**src/rtl/mod_mul_unit_if.sv**
```systemverilog
// Start/done call handshake between a sequential arithmetic controller
// and a multiply-mod responder.
interface mod_mul_unit_if #(
  parameter int unsigned WIDTH = 32
);
  logic             start;
  logic [WIDTH-1:0] a;
  logic [WIDTH-1:0] b;
  logic [WIDTH-1:0] m;
  logic [WIDTH-1:0] result;
  logic             done;

  modport master (output start, output a, output b, output m,
                  input  result, input done);
  modport slave  (input  start, input  a, input  b, input  m,
                  output result, output done);
endinterface

```
**src/rtl/mod_mul_unit.sv**
```systemverilog
// Bit-serial (a*b) mod m responder: WIDTH-cycle restoring reduction of a,
// then WIDTH MSB-first shift-add-reduce steps over b.
module mod_mul_unit #(
  parameter int unsigned WIDTH = 32
) (
  input  logic          clk,
  input  logic          reset,
  mod_mul_unit_if.slave bus
);
  localparam int unsigned CW = $clog2(WIDTH);
  localparam logic [CW-1:0] CNT_TOP = CW'(WIDTH - 1);

  typedef enum logic [1:0] {
    S_IDLE,
    S_REDUCE,
    S_MUL,
    S_FINISH
  } state_e;

  state_e           state_q;
  logic [WIDTH-1:0] ra_q;
  logic [WIDTH-1:0] rb_q;
  logic [WIDTH-1:0] rm_q;
  logic [WIDTH-1:0] acc_q;
  logic [WIDTH-1:0] result_q;
  logic [CW-1:0]    cnt_q;
  logic             done_q;

  logic [WIDTH:0] rm_x;
  logic [WIDTH:0] red_t;
  logic [WIDTH:0] red_d;
  logic [WIDTH:0] dbl_t;
  logic [WIDTH:0] dbl_r;
  logic [WIDTH:0] sum_t;
  logic [WIDTH:0] sum_d;

  // One extra bit of headroom suffices since acc and ra stay below rm.
  always_comb begin
    rm_x  = {1'b0, rm_q};
    red_t = {acc_q, ra_q[cnt_q]};
    red_d = (red_t >= rm_x) ? (red_t - rm_x) : red_t;
    dbl_t = {acc_q, 1'b0};
    dbl_r = (dbl_t >= rm_x) ? (dbl_t - rm_x) : dbl_t;
    sum_t = dbl_r + (rb_q[cnt_q] ? {1'b0, ra_q} : {(WIDTH + 1){1'b0}});
    sum_d = (sum_t >= rm_x) ? (sum_t - rm_x) : sum_t;
  end

  always_ff @(posedge clk or negedge reset) begin
    if (!reset) begin
      state_q  <= S_IDLE;
      ra_q     <= '0;
      rb_q     <= '0;
      rm_q     <= '0;
      acc_q    <= '0;
      result_q <= '0;
      cnt_q    <= '0;
      done_q   <= 1'b0;
    end else begin
      case (state_q)
        S_IDLE: begin
          if (bus.start) begin
            ra_q    <= bus.a;
            rb_q    <= bus.b;
            rm_q    <= bus.m;
            acc_q   <= '0;
            cnt_q   <= CNT_TOP;
            done_q  <= 1'b0;
            // A zero modulus short-circuits to a zero result.
            state_q <= (bus.m == '0) ? S_FINISH : S_REDUCE;
          end else begin
            done_q <= 1'b1;
          end
        end
        S_REDUCE: begin
          if (cnt_q == '0) begin
            ra_q    <= red_d[WIDTH-1:0];
            acc_q   <= '0;
            cnt_q   <= CNT_TOP;
            state_q <= S_MUL;
          end else begin
            acc_q <= red_d[WIDTH-1:0];
            cnt_q <= cnt_q - CW'(1);
          end
        end
        S_MUL: begin
          acc_q <= sum_d[WIDTH-1:0];
          if (cnt_q == '0) begin
            state_q <= S_FINISH;
          end else begin
            cnt_q <= cnt_q - CW'(1);
          end
        end
        S_FINISH: begin
          result_q <= acc_q;
          done_q   <= 1'b1;
          state_q  <= S_IDLE;
        end
        default: state_q <= S_IDLE;
      endcase
    end
  end

  assign bus.result = result_q;
  assign bus.done   = done_q;
endmodule

```
**src/flat_wrapper.sv**
```systemverilog
// flat-port wrapper written by rule: the top's interface ports become plain ports
module mod_mul_unit_flat 
#(
  parameter int unsigned WIDTH = 32
)
  (clk, reset, bus_start, bus_a, bus_b, bus_m, bus_result, bus_done);
  mod_mul_unit_if #(.WIDTH(WIDTH)) bus_i ();
  input  logic clk;
  input  logic reset;
  input wire logic [$bits(bus_i.start)-1:0] bus_start;
  input wire logic [$bits(bus_i.a)-1:0] bus_a;
  input wire logic [$bits(bus_i.b)-1:0] bus_b;
  input wire logic [$bits(bus_i.m)-1:0] bus_m;
  output wire logic [$bits(bus_i.result)-1:0] bus_result;
  output wire logic [$bits(bus_i.done)-1:0] bus_done;
  assign bus_i.start = bus_start;
  assign bus_i.a = bus_a;
  assign bus_i.b = bus_b;
  assign bus_i.m = bus_m;
  assign bus_result = bus_i.result;
  assign bus_done = bus_i.done;
  mod_mul_unit #(.WIDTH(WIDTH)) u_core (.clk(clk), .reset(reset), .bus(bus_i));
endmodule
```
**config.mk**
```make
export PLATFORM = sky130hd
export DESIGN_NAME = mod_mul_unit_flat
export DESIGN_NICKNAME = d
export VERILOG_FILES = /design/src/rtl/mod_mul_unit_if.sv /design/src/rtl/mod_mul_unit.sv /design/src/flat_wrapper.sv
export SDC_FILE = /design/constraint.sdc
export NUM_CORES = 1
export LEC_CHECK = 0
export ABC_CLOCK_PERIOD_IN_PS = 6850
export BUFFER_PORTS_ARGS = -buffer_cell sky130_fd_sc_hd__buf_2
export CORE_ASPECT_RATIO = 1.1
export CORE_MARGIN = 2
export CORE_UTILIZATION = 56
export DETAILED_ROUTE_END_ITERATION = 8
export PLACE_DENSITY_LB_ADDON = 0.15
export SLEW_MARGIN = 20
export SYNTH_ARGS = -nofsm -noshare
export SYNTH_HDL_FRONTEND = slang
export SYNTH_SLANG_ARGS = --single-unit
```
**constraint.sdc**
```tcl
create_clock -name clk -period 6.85 [get_ports clk]
set_input_delay 1.37 -clock clk [delete_from_list [all_inputs] [get_ports clk]]
set_output_delay 1.37 -clock clk [all_outputs]
set_load 0.02 [all_outputs]
```
# == After elaboration in Yosys (flattened, before gate mapping) ==
# Index checks and enable logic that the tools add are counted.
# op_classes
n_reduce_logical,11
n_addsub,5
eq_ne,7
n_lt_le_gt_ge,4
mux,25
# op_table
cell,n
$mux W32,7
$ge A33 B32 Y1,3
$pmux W32 S3,1
$pmux W32 S2,1
$sub A32 B32 Y32,2
$add A33 B32 Y33,1
$mux W33,1
$sub A33 B32 Y33,1
$logic_not A32 Y1,1
$mux W5,3
$pmux W5 S3,1
$bmux W1 S5,2
$reduce_and A3 Y1,3
$mux W2,4
$pmux W2 S4,1
$lt A5 B6 Y1 const B,1
$logic_not A5 Y1,1
$sub A5 B1 Y5 const B,1
$eq A2 B2 Y1 const B,2
$ne A2 B1 Y1 const B,2
$ne A2 B2 Y1 const B,2
$reduce_and A2 Y1,2
$reduce_bool A2 Y1,2
$mux W1,3
4 further kinds,4
# totals
out_inout_bits,33
elab_cells,60
register_bits,168

# == Depth between registers and ports, before layout ==
# depth
depth_word,7
depth_mapped,33
depth_no_buf,30

# == Worst setup path before layout ==
# OpenSTA, ideal clock, no wires.
# synth_timing
kind,register -> register
startpoint,reg u_core.cnt_q[0]
endpoint,reg u_core.acc_q[30]
arrival_ps,7380
required_time_ps,6724
path_stages_with_launch,27
setup_ps,126
slack_ps,-656
synth_period_minus_slack_ps,7506
cell_sequence,dfrtp_1 > clkbuf_1 > buf_2 > mux4_2 > mux4_2 > mux2i_1 > clkbuf_1 > nor2b_1 > ha_1 > a211o_1 > a2111oi_4 > o21ai_2 > a2111oi_4 > o31a_2 > and2_1 > o21ai_0 > a21oi_1 > ha_1 > and3_1 > a221o_1 > a21oi_1 > o21ai_0 > a211oi_1 > o21ai_0 > nor3_4 > mux2_2 > a221o_1
# synth_between
elab_chain_len,7
# synth_rtl
element,line_no,text
"start, declared",mod_mul_unit.sv:26,logic [CW-1:0] cnt_q;
"start signal, assigned",mod_mul_unit.sv:82,cnt_q <= cnt_q - CW'(1);
"start signal, assigned",mod_mul_unit.sv:90,cnt_q <= cnt_q - CW'(1);
$bmux W1 S5,mod_mul_unit.sv:44,"sum_t = dbl_r + (rb_q[cnt_q] ? {1'b0, ra_q} : {(WIDTH + 1){1'b0}});"
$mux W1 (implied by the code),mod_mul_unit.sv:44,
$mux W32,mod_mul_unit.sv:44,
$add A33 B32 Y33,mod_mul_unit.sv:44,
$sub A32 B32 Y32 or $ge A33 B32 Y1 (tied branches),mod_mul_unit.sv:45,sum_d = (sum_t >= rm_x) ? (sum_t - rm_x) : sum_t;
$mux W32,mod_mul_unit.sv:45,
$pmux W32 S3 (*),mod_mul_unit.sv:59,case (state_q)
"end signal, assigned",mod_mul_unit.sv:81,acc_q <= red_d[WIDTH-1:0];
"end signal, assigned",mod_mul_unit.sv:86,acc_q <= sum_d[WIDTH-1:0];
"end, declared",mod_mul_unit.sv:24,logic [WIDTH-1:0] acc_q;
# Every way passes the cells marked *; elsewhere a longest branch is shown, timed or not. The select of a mux whose other input is x is not followed.
# A chain may end at the register's enable or synchronous reset.

# == Worst setup path in the final report ==
# layout_timing
startpoint,reg u_core.rm_q[13]
endpoint,reg u_core.acc_q[28]
# layout_between
elab_chain_len,6
# layout_rtl
element,line_no,text
"start, declared",mod_mul_unit.sv:23,logic [WIDTH-1:0] rm_q;
"start signal, assigned",mod_mul_unit.sv:64,rm_q <= bus.m;
$sub A33 B32 Y33 or $ge A33 B32 Y1 (tied branches),mod_mul_unit.sv:43,dbl_r = (dbl_t >= rm_x) ? (dbl_t - rm_x) : dbl_t;
$mux W33,mod_mul_unit.sv:43,
$add A33 B32 Y33,mod_mul_unit.sv:44,
$sub A32 B32 Y32 or $ge A33 B32 Y1 (tied branches),mod_mul_unit.sv:45,
$mux W32,mod_mul_unit.sv:45,
$pmux W32 S3 (*),mod_mul_unit.sv:59,
# Every way passes the cells marked *; elsewhere a longest branch is shown, timed or not.

==> results.md <==
Cells and area:
- The area added between synthesis and finish is 38.0%.
- The layout has 1810 filler cells.
- Leaving out fill and tap cells, the most frequent cell in the layout is sky130_fd_sc_hd__buf_4.
- The layout net count is 2319.
- The share of layout cells above drive strength 1 is 0.410.
- The final antenna diode count is 0.
- In the layout the commonest cells are sky130_fd_sc_hd__buf_4 (387), sky130_fd_sc_hd__dfrtp_1 (167), sky130_fd_sc_hd__buf_2 (130).
- Summing all non-filler instances in the final layout gives an area of 20200 um2.
- At the end of the flow the core is filled with cells to 0.780.

Synthesis:
- Summing every instance area after synthesis gives 14600 um2.
- The number of nets handed over by synthesis was 1844.
- The async set-or-reset flop fraction in the synthesized netlist is 1.00.
- The library cell occupying the most area in the post-synthesis netlist is sky130_fd_sc_hd__dfrtp_1.
- For this run, the number of Yosys warnings is 0.
- By area the synthesized netlist is led by sky130_fd_sc_hd__dfrtp_1 (29%), sky130_fd_sc_hd__ha_1 (8.8%), sky130_fd_sc_hd__mux2_2 (7.9%).
- The number of instances in the synthesized netlist is 1638.
- The post-synthesis sequential element count is 168.
- The share of the Yosys chip area taken by registers is 0.287.
- The per-instance average area after synthesis is 8.94 um2.
- The number of enable-type register cells in the synthesized netlist is 0.
- The number of different library cells used by synthesis comes to 74.
- The most used flip-flop cell after synthesis is sky130_fd_sc_hd__dfrtp_1.
- The share of the synthesized area in the top cell type is 0.287.

Run status:
- The flow ran to the end, but the final reports show violations.
- The final reports fail on setup timing.

Worst setup path:
- The worst path buffer plus inverter count is 9.
- The type of destination of the critical path is a flip-flop.
- The startpoint class of the critical path is a flip-flop.
- The stage delay of the slowest cell on the critical path is 400 ps.
- Data on the critical path is required at its endpoint by 7180 ps.
- Among the stages of the critical path, the cell type that occurs most often is sky130_fd_sc_hd__buf_4.
- The slowest cell on the critical path is sky130_fd_sc_hd__a2111oi_4.
- The cell family contributing the most delay on the critical path is compound AO/OA/AOI/OAI gates.
- By startpoint and endpoint, the worst setup path is classified as flip-flop to flip-flop.
- STA puts the critical path data arrival time at 7600 ps.
- In this run the worst path has a maximum fanout of 6.

Die:
- The initial utilization of the core area, before any placement, comes to 0.565.
- The floorplan step defined a die boundary enclosing 27500 um2.
- 132 I/O pins were placed.
- In this run the standard cell core region covers 25900 um2.
- The vertical die dimension is 174 um.
- The row count is 62.
- The width of the die is 158 um.

Placed design:
- The cell area after placement is 18200 um2.
- The pre-CTS setup slack is -1170 ps.
- The half-perimeter wire length of the detailed placement result is 45500 um.
- The count of buffers added on input and output ports is 131.
- The routability-driven placement congestion ratio is 1.07.

Timing:
- The normalized max-slew margin is 0.292.
- Derived from the worst setup path, the maximum achievable clock frequency is 138 MHz.
- Setup repair after global routing could not meet its margin everywhere.
- The worst-case hold slack is 503 ps.
- The transition time of the tightest slew-check pin is 1060 ps.
- Setup violations remaining at the end of the flow were counted as 32.
- Clock skew on the completed layout was measured at 13.1 ps.
- The minimum clock period is 7270 ps.
- The max-slew violation count came to 0.
- In the finished design, the share of the clock period the worst path needs comes to 1.06.
- The number of hold violations in the final report came to 0.
- In the post-route analysis, the smallest setup slack over all paths is -416 ps.

Drt:
- After detailed routing, the number of remaining DRC violations is 0.
- Before antenna repair, the detailed router went through 6 iterations.
- Wires add up to 61300 um.
- The mean routed wirelength per cell is 24.7 um.
- The count of routing violations after the opening detailed-route iteration is 1877.
- Across all layers, the routed design uses 16000 vias.
- The detail route stage leaves a number of antenna-violating nets equal to 0.
- The routed via count divided by cell count is 6.44.

GRT:
- The number of antenna violations at the first check in global routing is 0.
- The maximum number of pins on one net before global-route repair is 77.
- For this run the aggregate overflow at the end of global routing stands at 0.
- The global router's overall resource usage is 0.446.
- The wire length of the first global-routing pass is 91300 um.
- The via count of the first global-routing pass is 15900.

CTS:
- Buffers inserted to repair hold after CTS numbered 0.
- TritonCTS built the clock tree.
- The maximum buffer depth of the clock tree is 2.
- CTS placed an instance of sky130_fd_sc_hd__clkbuf_16 at the clock tree root.
- The H-tree level count is 4.
- The TritonCTS buffer count is 17.
- Clock-pin slew was measured on the worst setup and hold paths at 80 ps.
- The clock latency reported for the late side of the worst-skew pair is 460 ps.
- Counting every sink on the clock net gives 168.

Hold path:
- The path type of the worst min-delay path is flip-flop to flip-flop.

Job:
- Across the run, the number of max-cap violations was 0.
[sequential cells by signal, summed over array words and instances (netlist names)]
register / count
u_core.rb_q: 32
u_core.ra_q: 32
u_core.bus.done: 1
u_core.rm_q: 32
u_core.acc_q: 32
u_core.bus.result: 32
u_core.state_q: 2
u_core.cnt_q: 5
[synth_stat cells (5+ instances only)]
library cell,n
sky130_fd_sc_hd__a31oi_1,9
sky130_fd_sc_hd__o31ai_1,5
sky130_fd_sc_hd__a21boi_0,6
sky130_fd_sc_hd__nor3_1,21
sky130_fd_sc_hd__a211oi_1,33
sky130_fd_sc_hd__nor4_1,12
sky130_fd_sc_hd__inv_1,71
sky130_fd_sc_hd__o21ai_0,115
sky130_fd_sc_hd__or3_1,5
sky130_fd_sc_hd__mux2i_1,55
sky130_fd_sc_hd__and3_1,8
sky130_fd_sc_hd__o211ai_1,10
sky130_fd_sc_hd__nor3b_1,5
sky130_fd_sc_hd__nor2_1,113
sky130_fd_sc_hd__a211o_1,5
sky130_fd_sc_hd__nand2b_1,10
sky130_fd_sc_hd__dfrtp_1,168
sky130_fd_sc_hd__mux4_2,20
sky130_fd_sc_hd__nand4_1,30
sky130_fd_sc_hd__nand3_1,19
sky130_fd_sc_hd__xor2_1,39
sky130_fd_sc_hd__a221o_1,13
sky130_fd_sc_hd__mux2_2,103
sky130_fd_sc_hd__a21o_1,63
sky130_fd_sc_hd__a21oi_1,129
sky130_fd_sc_hd__o21a_1,14
sky130_fd_sc_hd__nand2_1,130
sky130_fd_sc_hd__ha_1,103
sky130_fd_sc_hd__o221ai_1,20
sky130_fd_sc_hd__o21ai_1,7
sky130_fd_sc_hd__xnor2_1,73
sky130_fd_sc_hd__clkbuf_1,53
sky130_fd_sc_hd__or2_2,6
sky130_fd_sc_hd__a22o_1,8
sky130_fd_sc_hd__o21bai_1,19
sky130_fd_sc_hd__buf_2,28
sky130_fd_sc_hd__nor2b_1,44
[worst paths after layout]
check,from,cells past startpoint,slack [ps],endpoint
min in group asynchronous,reset,1,910,u_core.bus.result[10]
min reg2reg,u_core.bus.result[2],1,500,u_core.bus.result[2]
max reg2reg,u_core.rm_q[13],35,-420,u_core.acc_q[28]
max in group asynchronous,reset,2,4540,u_core.acc_q[29]
max,u_core.rm_q[13],35,-420,u_core.acc_q[28]
min,u_core.bus.result[2],1,500,u_core.bus.result[2]
[routing by layer]
layer	wire length, um	track usage	vias to the layer above	part of all wire
li1	-	-	6958	-
met2	26800	0.678	1098	0.44
met1	23900	0.600	7635	0.39
met5	0	0	-	0
met3	7070	0.111	262	0.12
met4	3480	0.205	0	0.057
[metrics by stage]
step                TNS, ps  instances
finish                -8950       2478
global route         -14600       2478
CTS                   -2200       2474
detailed placement   -23890       2401
global placement     -21060       2401
floorplan                 0       1638
[cell type report]
type                       count  area (um2)  area share
clock buffer                  17         425      0.0211
clock inverter                15         118     0.00582
sequential                   168        4210       0.208
tap                          352         440      0.0218
timing repair buffer         544        3990       0.197
multi-input combinational   1311       10800       0.533
inverter                      71         267      0.0132
[kinds of logic (layout without fill, tap and decap cells)]
group / Yosys count / after routing / synth area share
DFF: 168 / 168 / 0.287
buffers and inverters: 159 / 647 / 0.0449
and+or+nand+nor: 423 / 423 / 0.140
AOI/OAI and AO/OA: 491 / 491 / 0.220
adders and majority gates: 107 / 107 / 0.0935
xor gates and xnor gates: 112 / 112 / 0.0670
muxes: 178 / 178 / 0.148
[repair_timing]
item | CTS | global route
gates resized for setup | 155 | 33
setup buffers | 40 | 4
endpoints found under the setup margin | 32 | 32
pin swaps | 57 | 20
gates cloned | 3 | 0
Power is not shown: default switching activity piles up to over one toggle a cycle in this logic, so the estimate is an artifact.
